[src/rtl/spi_frame_reader.sv]
// spi_frame_reader: mode-0 SPI master that sends an 8-bit command byte and then
// captures DATA_BITS of MISO data, presenting the frame with a one-cycle strobe.
module spi_frame_reader #(
    parameter int unsigned CLK_DIV   = 3,
    parameter int unsigned DATA_BITS = 48,
    parameter int unsigned CS_SETUP  = 2,
    parameter int unsigned CS_HOLD   = 2,
    parameter int unsigned CS_IDLE   = 4
) (
    input  logic                 clk,
    input  logic                 rst,
    input  logic                 start,
    input  logic [7:0]           cmd,
    output logic                 spi_clk,
    output logic                 spi_mosi,
    input  logic                 spi_miso,
    output logic                 spi_cs,
    output logic [DATA_BITS-1:0] rx_data,
    output logic                 rx_valid,
    output logic                 busy
);

    localparam int unsigned NBITS    = 8 + DATA_BITS;
    localparam int unsigned CNT_MAX  = (CS_SETUP > CS_HOLD)
                                       ? ((CS_SETUP > CS_IDLE) ? CS_SETUP : CS_IDLE)
                                       : ((CS_HOLD > CS_IDLE) ? CS_HOLD : CS_IDLE);
    localparam int unsigned CNT_W    = $clog2(CNT_MAX + 1);
    localparam int unsigned DIV_W    = $clog2(CLK_DIV + 1);
    localparam int unsigned BIT_W    = $clog2(NBITS + 1);
    // GAP ends one cycle early so a start issued on the first idle cycle
    // leaves spi_cs high for exactly CS_IDLE cycles.
    localparam int unsigned GAP_LAST = (CS_IDLE > 1) ? CS_IDLE - 2 : 0;

    typedef enum logic [2:0] {
        ST_IDLE,
        ST_SETUP,
        ST_SHIFT,
        ST_HOLD,
        ST_GAP
    } state_e;

    state_e               state_q, state_d;
    logic [CNT_W-1:0]     cnt_q, cnt_d;
    logic [DIV_W-1:0]     div_q, div_d;
    logic [BIT_W-1:0]     bit_q, bit_d;
    logic [7:0]           cmd_q, cmd_d;
    logic [DATA_BITS-1:0] cap_q, cap_d;
    logic [DATA_BITS-1:0] rx_data_q, rx_data_d;
    logic                 sck_q, sck_d;
    logic                 mosi_q, mosi_d;
    logic                 cs_q, cs_d;
    logic                 busy_q, busy_d;
    logic                 rx_valid_q, rx_valid_d;
    logic                 miso_s1_q, miso_s2_q;

    // Two-flop synchronizer for the asynchronous MISO line.
    always_ff @(posedge clk or negedge rst) begin
        if (!rst) begin
            miso_s1_q <= 1'b0;
            miso_s2_q <= 1'b0;
        end else begin
            miso_s1_q <= spi_miso;
            miso_s2_q <= miso_s1_q;
        end
    end

    // State and datapath registers.
    always_ff @(posedge clk or negedge rst) begin
        if (!rst) begin
            state_q    <= ST_IDLE;
            cnt_q      <= '0;
            div_q      <= '0;
            bit_q      <= '0;
            cmd_q      <= '0;
            cap_q      <= '0;
            rx_data_q  <= '0;
            sck_q      <= 1'b0;
            mosi_q     <= 1'b0;
            cs_q       <= 1'b1;
            busy_q     <= 1'b0;
            rx_valid_q <= 1'b0;
        end else begin
            state_q    <= state_d;
            cnt_q      <= cnt_d;
            div_q      <= div_d;
            bit_q      <= bit_d;
            cmd_q      <= cmd_d;
            cap_q      <= cap_d;
            rx_data_q  <= rx_data_d;
            sck_q      <= sck_d;
            mosi_q     <= mosi_d;
            cs_q       <= cs_d;
            busy_q     <= busy_d;
            rx_valid_q <= rx_valid_d;
        end
    end

    // Frame sequencing: next state and next register values.
    always_comb begin
        state_d    = state_q;
        cnt_d      = cnt_q;
        div_d      = div_q;
        bit_d      = bit_q;
        cmd_d      = cmd_q;
        cap_d      = cap_q;
        rx_data_d  = rx_data_q;
        sck_d      = sck_q;
        mosi_d     = mosi_q;
        cs_d       = cs_q;
        busy_d     = busy_q;
        rx_valid_d = 1'b0;

        case (state_q)
            ST_IDLE: begin
                if (start) begin
                    cmd_d   = {cmd[6:0], 1'b0};
                    mosi_d  = cmd[7];
                    cs_d    = 1'b0;
                    busy_d  = 1'b1;
                    cnt_d   = '0;
                    state_d = ST_SETUP;
                end
            end
            ST_SETUP: begin
                if (cnt_q == CNT_W'(CS_SETUP - 1)) begin
                    div_d   = '0;
                    bit_d   = '0;
                    sck_d   = 1'b0;
                    state_d = ST_SHIFT;
                end else begin
                    cnt_d = cnt_q + CNT_W'(1);
                end
            end
            ST_SHIFT: begin
                if (div_q == DIV_W'(CLK_DIV - 1)) begin
                    div_d = '0;
                    sck_d = ~sck_q;
                    if (!sck_q) begin
                        // Rising edge: command-phase bits fall off the top.
                        cap_d = DATA_BITS'({cap_q, miso_s2_q});
                    end else if (bit_q == BIT_W'(NBITS - 1)) begin
                        cnt_d   = '0;
                        state_d = ST_HOLD;
                    end else begin
                        bit_d  = bit_q + BIT_W'(1);
                        mosi_d = cmd_q[7];
                        cmd_d  = {cmd_q[6:0], 1'b0};
                    end
                end else begin
                    div_d = div_q + DIV_W'(1);
                end
            end
            ST_HOLD: begin
                if (cnt_q == CNT_W'(CS_HOLD - 1)) begin
                    cs_d       = 1'b1;
                    rx_data_d  = cap_q;
                    rx_valid_d = 1'b1;
                    mosi_d     = 1'b0;
                    cnt_d      = '0;
                    if (CS_IDLE == 1) begin
                        busy_d  = 1'b0;
                        state_d = ST_IDLE;
                    end else begin
                        state_d = ST_GAP;
                    end
                end else begin
                    cnt_d = cnt_q + CNT_W'(1);
                end
            end
            ST_GAP: begin
                if (cnt_q == CNT_W'(GAP_LAST)) begin
                    busy_d  = 1'b0;
                    state_d = ST_IDLE;
                end else begin
                    cnt_d = cnt_q + CNT_W'(1);
                end
            end
            default: begin
                state_d = ST_IDLE;
            end
        endcase
    end

    assign spi_clk  = sck_q;
    assign spi_mosi = mosi_q;
    assign spi_cs   = cs_q;
    assign rx_data  = rx_data_q;
    assign rx_valid = rx_valid_q;
    assign busy     = busy_q;

endmodule
[config.mk]
export PLATFORM = sky130hd
export DESIGN_NAME = spi_frame_reader
export DESIGN_NICKNAME = d
export VERILOG_FILES = /design/src/rtl/spi_frame_reader.sv
export SDC_FILE = /design/constraint.sdc
export NUM_CORES = 1
export LEC_CHECK = 0
export CAP_MARGIN = 40
export CORE_ASPECT_RATIO = 2
export CORE_MARGIN = 2
export CORE_UTILIZATION = 50
export CTS_CLUSTER_DIAMETER = 120
export DETAILED_ROUTE_END_ITERATION = 8
export PLACE_DENSITY = 0.73
export SETUP_SLACK_MARGIN = 0.05
export SLEW_MARGIN = 10
export SYNTH_ARGS = -nofsm -noshare
export SYNTH_HDL_FRONTEND = slang
export SYNTH_SLANG_ARGS = --single-unit
export TNS_END_PERCENT = 20
[constraint.sdc]
create_clock -name clk -period 4.7 [get_ports clk]
set_input_delay 1.41 -clock clk [delete_from_list [all_inputs] [get_ports clk]]
set_output_delay 1.41 -clock clk [all_outputs]
set_load 0.05 [all_outputs]
## After elaboration in Yosys (flattened, before gate mapping)

Index checks and enable logic that the tools add are counted.

| word-level totals | value |
|---|---|
| bits in registers | 125 |
| bits of input ports | 12 |
| logic and storage cells | 99 |

| operators by class | value |
|---|---|
| add/sub/neg operators | 3 |
| equal/unequal tests | 18 |
| mux-type cells | 45 |
| bitwise logic cells | 1 |
| reduce and logical (&&, ||, !) cells | 18 |

Operators by type and width:

| cell | count |
|---|---|
| two-way mux 3 bit | 14 |
| two-way mux 8 bit | 4 |
| one-hot mux 3 bit (5 select lines) | 2 |
| two-way mux 6 bit | 4 |
| inequality test 2 bit, second input constant | 10 |
| one-hot mux 8 bit (2 select lines) | 1 |
| AND reduction 7 bit | 2 |
| two-way mux 1 bit | 12 |
| one-hot mux 6 bit (2 select lines) | 1 |
| AND reduction 3 bit | 4 |
| AND reduction 5 bit | 2 |
| equality test 3 x 2 -> 1 bit, second input constant | 3 |
| nonzero test 2 bit | 4 |
| adder 6 x 1 -> 6 bit, second input constant | 1 |
| equality test 3 x 1 -> 1 bit, second input constant | 2 |
| equality test 6 bit, second input constant | 1 |
| one-hot mux 1 bit (2 select lines) | 3 |
| AND reduction 6 bit | 1 |
| nonzero test 5 bit | 1 |
| two-way mux 2 bit | 2 |
| one-hot mux 2 bit (2 select lines) | 1 |
| AND reduction 2 bit | 2 |
| adder 3 x 1 -> 3 bit, second input constant | 1 |
| equality test 3 bit, second input constant | 1 |
| 6 further kinds | 6 |

## Logic depth before layout (Yosys ltp)

Gate-level depths: netlist (run 1).

| depth | value |
|---|---|
| depth in word-level cells | 5 |
| gate-level depth with buffers | 8 |
| mapped depth without buffers | 6 |

## Least setup slack after synthesis (run 1)

No wires, ideal clock.

| timing | value |
|---|---|
| path type | input to register |
| from | input start |
| to | register cmd_q[2] |
| setup time | 125 ps |
| arrival | 2239 ps |
| data required time | 4575 ps |
| slack | 2336 ps |
| cell stages on the path | 3 |
| buffers on the path | 0 |
| path through | nand2b_1 -> a21oi_1 -> mux2_2 |

| on the way | value |
|---|---|
| longest elaborated chain between the ends | 2 |

Ends and longest elaborated chain:

| element | line | RTL |
|---|---|---|
| start: declaration | 12 | `input logic start,` |
| inequality test 2 bit (no source line) | n/a |  |
| AND reduction 5 bit (no source line) | n/a |  |
| end signal: assignment | 87 | `cmd_q <= cmd_d;` |
| end: declaration | 46 | `logic [7:0] cmd_q, cmd_d;` |

No other way between the ends.
A chain may end at the register's enable or synchronous reset.

## Worst setup path after layout (run 1)

| timing | value |
|---|---|
| from | register cs_q, in the netlist spi_cs |
| to | output spi_cs |

RTL lines:

| element | line | RTL |
|---|---|---|
| start: declaration | 51 | `logic cs_q, cs_d;` |
| start signal: assignment | 92 | `cs_q <= cs_d;` |
| end: declaration | 17 | `output logic spi_cs,` |

No word-level cell between the ends.

==> results.cfg, run 1 <==
[timing]
finalCriticalPeriod_ps = 3120
worst_pin_slew_ps = 731
relSlewSlack = 0.507
finalSetupViolations = 0
finalWorstSetupSlack_ps = 1580
slew_viol_final = 0
setup_tns_ps = 0
post-route-period-util = 0.664
rsz0062_at_grt = no
fin_worst_skew_ps = 10.5
finalHoldViolCount = 0
fmax_mhz = 321
hold_slack_ps = 349

[clock_tree]
cts_root_buf = clkbuf_16
cts_made_buffers = 17
ctsHoldBuffers = 0
cts_setup_buffers = 0
path_clk_slew_ps = 50
h-tree-depth = 4
cts.repair.resized = 0
clk_path_buf_depth = 2
cts_sinks = 124
cts_tree = done
clk_latency_ps = 410

[worst_setup_path]
reg2reg_slack_ps = 1870
crit_path_max_fanout = 2
critical_path.endpoint = spi_cs
reg2reg_from = state_q[1]$_DFFE_PN0P_
crit_cells = 1
cp-end-kind = primary output
startpoint_type = flop
crit_required_ps = 3290
reg2regPathDepth = 4
critPathTopFamily = buffers and inverters
max_stage_delay_ps = 790
crit_buf_inv = 1
crit_path_top_delay_cell = clkdlybuf4s50_1
setup.worst_path.start = spi_cs$_DFFE_PN1P_
arrival_ps = 1710
r2r_end = cap_q[15]$_DFFE_PN0P_
cp_cell_sequence = clkdlybuf4s50_1
crit_type = reg -> out

[route]
first_pass_iters = 4
vias = 3011
viasPerCell = 5.31
drtIter0Drc = 165
drc_errors = 0
wl_per_cell_um = 15.9
ant_nets = 0
wl_um = 9030

[yosys]
synthFlopType = dfrtp_1
async_flop_share = 1.00
syn_nets = 366
yosysSeqAreaShare = 0.608
synthCells = 350
synth_edf_count = 0
ys_types = 47
synth-seq-cells = 124
yosys_warnings = 0
syn_area_per_cell_um2 = 14.6
synth_area_um2 = 5100

[flow_run]
max-cap-violations = 0

[power_and_ir_drop]
p_leak_uw = 0.00310
power_density_nw_per_um2 = 507
ir_worst_vdd_mv = 0.299

[placement]
gp_congestion = 0.781
pre_cts_ws_ps = 1610
hpwl_um = 5990
portBuffers = 64

[global_routing]
antenna_found_initial = 0
grt-ovfl-total = 0
grt_pass1_vias = 3073
grt_max_degree = 52
grt_pass1_wl_um = 15000
grt_usage = 0.180

[floorplanning]
die_w_um = 75.4
start_util = 0.509
dieArea_um2 = 11100
boundaryPins = 65
coreArea_um2 = 10000
rows = 52
die_h_um = 147

[final_layout]
drive_gt1_frac = 0.340
syn_to_final_growth_pct = 26.6
final_nets = 436
diodes = 0

[status]
outcome = finished clean

[worst_hold_path]
hold_class = reg -> reg
-- stage by stage --
stage / total power [µW] / std cells / utilization / cell area (µm²)
6_report: 3280 / 567 / 0.645 / 6460
4_1_cts: 3310 / 567 / 0.645 / 6460
3_5_place_dp: 2070 / 536 / 0.589 / 5900
3_3_place_gp: 2030 / 534 / 0.584 / 5850
5_1_grt: 3440 / 567 / 0.645 / 6460
2_1_floorplan: 1870 / 350 / - / 5100
-- report_power, final --
group | internal (µW) | leakage (µW) | switching [µW] | total, µW
sequential | 1180 | 0.00169 | 111 | 1290
clock | 799 | 0.000277 | 431 | 1230
combinational | 334 | 0.00114 | 418 | 751
-- synthesized netlist by cell type (all sizes together) (3+ instances only) --
cell,n,area [µm²]
dfrtp,123,3080
mux2,109,1260
nor2,12,45.0
clkbuf,10,37.5
buf,8,61.3
o21ai,8,40.0
nand2,7,26.3
a21oi,6,30.0
inv,6,22.5
o31ai,5,37.5
ha,4,50.1
nand3,3,15.0
nand3b,3,22.5
nand4b,3,26.3
nor2b,3,18.8
-- cells in the final DEF, fill, tap and decap left out, types with 5 or more instances in the layout --
| master | count |
|---|---|
| dfrtp_1 | 123 |
| o21ai_0 | 8 |
| inv_1 | 6 |
| clkbuf_16 | 17 |
| o31ai_1 | 5 |
| clkdlybuf4s50_1 | 63 |
| mux2_4 | 9 |
| nor2_1 | 11 |
| clkinv_2 | 5 |
| mux2_2 | 100 |
| nand2_1 | 7 |
| a21oi_1 | 6 |
-- worst min path at each step --
stage,start,endpoint,cells after the start
3_5_place_dp,miso_s1_q$_DFF_PN0_,miso_s2_q$_DFF_PN0_,0
6_report,miso_s1_q$_DFF_PN0_,miso_s2_q$_DFF_PN0_,0
3_3_place_gp,miso_s1_q$_DFF_PN0_,miso_s2_q$_DFF_PN0_,0
4_1_cts,miso_s1_q$_DFF_PN0_,miso_s2_q$_DFF_PN0_,0
2_1_floorplan,miso_s1_q$_DFF_PN0_,miso_s2_q$_DFF_PN0_,0
5_1_grt,miso_s1_q$_DFF_PN0_,miso_s2_q$_DFF_PN0_,0
-- sequential cells by signal, indices dropped and copies added (netlist names) --
| register | flops |
|---|---|
| miso_s1_q | 1 |
| state_q | 3 |
| bit_q | 6 |
| rx_valid | 1 |
| cmd_q | 7 |
| cnt_q | 3 |
| cap_q | 48 |
| miso_s2_q | 1 |
| spi_mosi | 1 |
| spi_cs | 1 |
| div_q | 2 |
| spi_clk | 1 |
| rx_data | 48 |
| busy | 1 |
-- cells by family after synthesis --
family                     after synthesis  share of synthesized area
buffers and inverters                   24                     0.0238
DFF                                    124                      0.608
muxes                                  111                      0.251
adders and majority gates                4                    0.00981
xor gates and xnor gates                 1                    0.00172
and+or+nand+nor                         50                     0.0576
AOI/OAI and AO/OA                       36                     0.0476
-- cell type report --
type / instances / area [µm²]
Fill cell: 805 / 3560
Sequential cell: 124 / 3100
Multi-Input combinational cell: 202 / 1880
Timing Repair Buffer: 69 / 721
Clock buffer: 23 / 468
Tap cell: 135 / 169
Clock inverter: 8 / 92.6
Inverter: 6 / 22.5
-- routing by layer --
metal	routed length (µm)	up-vias	share of wire	GRT usage
met3	412	15	0.046	0.0713
li1	-	1404	-	-
met4	189	0	0.021	0.0754
met5	0	-	0	0
met2	4780	72	0.53	0.287
met1	3650	1520	0.40	0.213
Note: power is estimated with default switching activity, not from simulation.
==> inputs of run 2 (changes only) <==
--- a/config.mk
+++ b/config.mk
@@ -11,7 +11,7 @@
 export CORE_UTILIZATION = 50
 export CTS_CLUSTER_DIAMETER = 120
 export DETAILED_ROUTE_END_ITERATION = 8
-export PLACE_DENSITY = 0.73
+export PLACE_DENSITY = 0.76
 export SETUP_SLACK_MARGIN = 0.05
 export SLEW_MARGIN = 10
 export SYNTH_ARGS = -nofsm -noshare
==> constraint.sdc (replaced) <==
create_clock -name clk -period 2.6 [get_ports clk]
set_input_delay 0.78 -clock clk [delete_from_list [all_inputs] [get_ports clk]]
set_output_delay 0.78 -clock clk [all_outputs]
set_load 0.05 [all_outputs]
==> run 2 against run 1 <==
  * Global-route usage rose by 0.59 points
  * Wire length rose by 3.3%
  * Combinational power rose by 100%
  * Clock power rose by 85%
  * Sequential share of layout area fell by 0.44 points
  * Clock-buffer cell count rose by 2
  * Clock skew fell by 2.2 ps
  * Highest routed layer unchanged
  * Power rose by 85%
  * Final cell count rose by 1.1%
  * Non-clock buffer count rose by 6
  * Largest cell class unchanged
  * Cell area rose by 0.93%
==> results.cfg, run 2 (synthesis results as in run 1) <==
[status]
outcome = finished clean

[floorplanning]
coreArea_um2 = 10000
die_w_um = 75.4
start_util = 0.509
boundaryPins = 65
dieArea_um2 = 11100
die_h_um = 147
rows = 52

[final_layout]
final_util = 0.651
diodes = 0
final_cells = 573
drive_gt1_frac = 0.349
syn_to_final_growth_pct = 27.8
final_common_cell = dfrtp_1
final_cell_mix = dfrtp_1, mux2_2, clkdlybuf4s50_1
final_nets = 442

[timing]
post-route-period-util = 0.920
finalSetupViolations = 0
setup_tns_ps = 0
fin_worst_skew_ps = 8.26
rsz0062_at_grt = no
slew_viol_final = 0
fmax_mhz = 418
finalHoldViolCount = 0
finalCriticalPeriod_ps = 2390
relSlewSlack = 0.554
worst_pin_slew_ps = 670
hold_slack_ps = 342

[route]
vias = 3074
viasPerCell = 5.36
drc_errors = 0
ant_nets = 0
first_pass_iters = 4
drtIter0Drc = 101
wl_per_cell_um = 16.3
wl_um = 9330

[worst_setup_path]
reg2regPathDepth = 4
crit_path_top_delay_cell = clkdlybuf4s50_1
reg2reg_slack_ps = 370
max_stage_delay_ps = 820
reg2reg_from = state_q[0]$_DFFE_PN0P_
crit_path_max_fanout = 5
startpoint_type = flop
crit_required_ps = 1820
critPathTopFamily = buffers and inverters
cp_cell_sequence = clkdlybuf4s50_1
setup.worst_path.start = spi_clk$_DFFE_PN0P_
r2r_end = cap_q[46]$_DFFE_PN0P_
crit_cells = 1
cp-end-kind = primary output
critical_path.endpoint = spi_clk
crit_buf_inv = 1
arrival_ps = 1610
crit_type = reg -> out

[power_and_ir_drop]
p_clk_frac = 0.376
p_leak_uw = 0.00314
intPower_uw = 4300
power_density_nw_per_um2 = 928
p_seq_frac = 0.375
netSwitchingFraction = 0.289
p_switching_uw = 1750
p_total_uw = 6050
comb_power_share = 0.249
ir_worst_vdd_mv = 0.580

[clock_tree]
path_clk_slew_ps = 50
cts_sinks = 124
clk_path_buf_depth = 2
cts_tree = done
ctsHoldBuffers = 0
cts.repair.resized = 0
cts_made_buffers = 17
clk_latency_ps = 410
cts_root_buf = clkbuf_16
cts_setup_buffers = 0
h-tree-depth = 4

[worst_hold_path]
hold_class = reg -> reg

[global_routing]
grt_max_degree = 55
grt-ovfl-total = 0
grt_pass1_wl_um = 15700
grt_pass1_vias = 3311
antenna_found_initial = 0
grt_usage = 0.186

[placement]
hpwl_um = 6160
gp_congestion = 0.762
dp.cells = 542
portBuffers = 64

[flow_run]
max-cap-violations = 0
[run 2: cell types whose count changed in the layout (fill, tap and decap cells not counted), sizes merged]
cell           delta
dlymetal6s2s      +1
buf               +6
clkbuf            +2
clkinvlp          +1
clkinv            -3
clkdlybuf4s50     -1
[run 2: final cells by class]
| cell class | count | area [µm²] |
|---|---|---|
| clock buffer | 25 | 495 |
| clock inverter | 6 | 85.1 |
| timing repair buffer | 75 | 761 |
| inverter | 6 | 22.5 |
| fill | 788 | 3500 |
| tap | 135 | 169 |
| multi-input combinational | 202 | 1880 |
| sequential | 124 | 3100 |
[run 2: worst min-delay path by stage]
stage                        startpoint                 endpoint  slack (ps)  depth (start not counted)
CTS                                 rst  rx_data[13]$_DFFE_PN0P_         350                          1
floorplan           miso_s1_q$_DFF_PN0_      miso_s2_q$_DFF_PN0_         330                          0
global placement    miso_s1_q$_DFF_PN0_      miso_s2_q$_DFF_PN0_         340                          0
detailed placement  miso_s1_q$_DFF_PN0_      miso_s2_q$_DFF_PN0_         330                          0
finish              miso_s1_q$_DFF_PN0_      miso_s2_q$_DFF_PN0_         340                          0
global route        miso_s1_q$_DFF_PN0_      miso_s2_q$_DFF_PN0_         350                          0
[run 2: per-stage QoR]
stage,setup WS (ps),instance area (µm²)
detailed placement,269,5940
floorplan,364,5100
global placement,306,5940
global route,143,6520
finish,208,6520
CTS,78.2,6520
[run 2: power by group through the flow]
stage / clock network (µW) / logic (µW) / registers, µW
final: 2270 / 1510 / 2270
after global routing: 2410 / 1650 / 2300
after CTS: 2320 / 1520 / 2280
after detailed placement: 0 / 1510 / 2310
after global placement: 0 / 1470 / 2300
after floorplan: 0 / 935 / 2440
[run 2: layer usage]
layer,GRT usage,routed length (µm)
met1,0.217,3530
met4,0.0825,221
met5,0,0
met2,0.316,5270
met3,0.0439,306
==> inputs of run 3 (changes only) <==
--- a/config.mk
+++ b/config.mk
@@ -11,6 +11,7 @@
 export CORE_UTILIZATION = 50
 export CTS_CLUSTER_DIAMETER = 120
 export DETAILED_ROUTE_END_ITERATION = 8
+export MAX_ROUTING_LAYER = met4
 export PLACE_DENSITY = 0.76
 export SETUP_SLACK_MARGIN = 0.05
 export SLEW_MARGIN = 10
==> run 3 against run 2 <==
  * First-iteration DRC count is 4.0% lower
  * Worst setup slack is essentially flat
  * Utilization unchanged
  * Largest cell class unchanged
  * Wire length is 0.16% lower
  * Combinational power about the same
  * Power about the same
  * Cell area stayed put
  * Fmax is essentially flat
  * Sequential share of layout area stayed put
  * Clock skew up 1.3 ps
  * Global-route usage grew 0.57 points
  * Register-to-register slack is essentially flat
==> results.cfg, run 3 (synthesis results as in run 1) <==
[status]
outcome = finished clean

[timing]
fin_worst_skew_ps = 9.60
setup_tns_ps = 0
relSlewSlack = 0.564
slew_viol_final = 0
fmax_mhz = 418
finalCriticalPeriod_ps = 2390
post-route-period-util = 0.920
rsz0062_at_grt = no
hold_slack_ps = 343
finalSetupViolations = 0
worst_pin_slew_ps = 654
finalHoldViolCount = 0
finalWorstSetupSlack_ps = 208

[final_layout]
final_cells = 573
final_nets = 442
diodes = 0
drive_gt1_frac = 0.349
syn_to_final_growth_pct = 27.8
final_common_cell = dfrtp_1
design_area_um2 = 6520
final_cell_mix = dfrtp_1, mux2_2, clkdlybuf4s50_1

[worst_hold_path]
hold_class = reg -> reg

[global_routing]
busiest_layer = met2
grt_usage = 0.192
grt_use_met3 = 0.0480
grt_pass1_vias = 3317
grt_max_degree = 55
grt-ovfl-total = 0
grt_pass1_wl_um = 15700
antenna_found_initial = 0
met1_usage = 0.217
grt_use_met2 = 0.314

[route]
first_pass_iters = 4
wl_per_cell_um = 16.3
vias = 3069
ant_nets = 0
viasPerCell = 5.36
drc_errors = 0
wl_um = 9320
drtIter0Drc = 97

[floorplanning]
die_h_um = 147
boundaryPins = 65
dieArea_um2 = 11100
die_w_um = 75.4
rows = 52
start_util = 0.509
coreArea_um2 = 10000

[power_and_ir_drop]
power_density_nw_per_um2 = 928
ir_worst_vdd_mv = 0.581
p_leak_uw = 0.00314

[clock_tree]
h-tree-depth = 4
clk_path_buf_depth = 2
cts_sinks = 124
path_clk_slew_ps = 50
cts_made_buffers = 17
cts_tree = done
cts_setup_buffers = 0
clk_latency_ps = 410
ctsHoldBuffers = 0
cts_root_buf = clkbuf_16

[worst_setup_path]
crit_required_ps = 1820
critPathTopFamily = buffers and inverters
cp_cell_sequence = clkdlybuf4s50_1
crit_path_max_fanout = 5
max_stage_delay_ps = 820
crit_buf_inv = 1
crit_type = reg -> out
cp-end-kind = primary output
reg2reg_slack_ps = 380
arrival_ps = 1610
crit_path_top_delay_cell = clkdlybuf4s50_1
startpoint_type = flop

[placement]
gp_congestion = 0.772
dp.cells = 542
placed_cell_area_um2 = 5940
portBuffers = 64
pre_cts_ws_ps = 269
hpwl_um = 6160

[flow_run]
max-cap-violations = 0
## run 3: where the power goes
part	internal, µW	switching, µW	total, µW	leakage (µW)
clock	1500	772	2270	0.000279
combinational	660	844	1500	0.00117
sequential	2140	132	2270	0.00169
total	4300	1750	6050	0.00314
## run 3: metal layers
metal	vias to the layer above	part of all wire
met2	68	0.57
met1	1568	0.38
met4	0	0.020
li1	1417	-
met3	16	0.031
met5	-	0
## run 3: worst paths after layout
| path | startpoint | end | cells past startpoint |
|---|---|---|---|
| max | spi_clk$_DFFE_PN0P_ | spi_clk | 1 |
| min | miso_s1_q$_DFF_PN0_ | miso_s2_q$_DFF_PN0_ | 0 |
| max reg2reg | state_q[0]$_DFFE_PN0P_ | cap_q[46]$_DFFE_PN0P_ | 4 |
| min reg2reg | miso_s1_q$_DFF_PN0_ | miso_s2_q$_DFF_PN0_ | 0 |
| max in group asynchronous | rst | cap_q[42]$_DFFE_PN0P_ | 2 |
| min in group asynchronous | rst | rx_data[13]$_DFFE_PN0P_ | 1 |
## run 3: area by class of cell
| type | instances | area [µm²] |
|---|---|---|
| clock buffers | 25 | 495 |
| multi-input cells | 202 | 1880 |
| flip-flops and latches | 124 | 3100 |
| clock inverters | 6 | 85.1 |
| fillers | 788 | 3500 |
| inverters | 6 | 22.5 |
| repair buffers | 75 | 761 |
| well taps | 135 | 169 |
## run 3: metrics by stage
step / power [µW] / util
3_5_place_dp: 3820 / 0.593
2_1_floorplan: 3370 / -
4_1_cts: 6110 / 0.651
3_3_place_gp: 3770 / 0.593
5_1_grt: 6360 / 0.651
6_report: 6050 / 0.651
## run 3: repair_timing
| action | in CTS | in global routing |
|---|---|---|
| setup endpoints to repair | 0 | 1 |
| endpoints found under the hold margin | 0 | 0 |
| gates resized for setup | 0 | 1 |
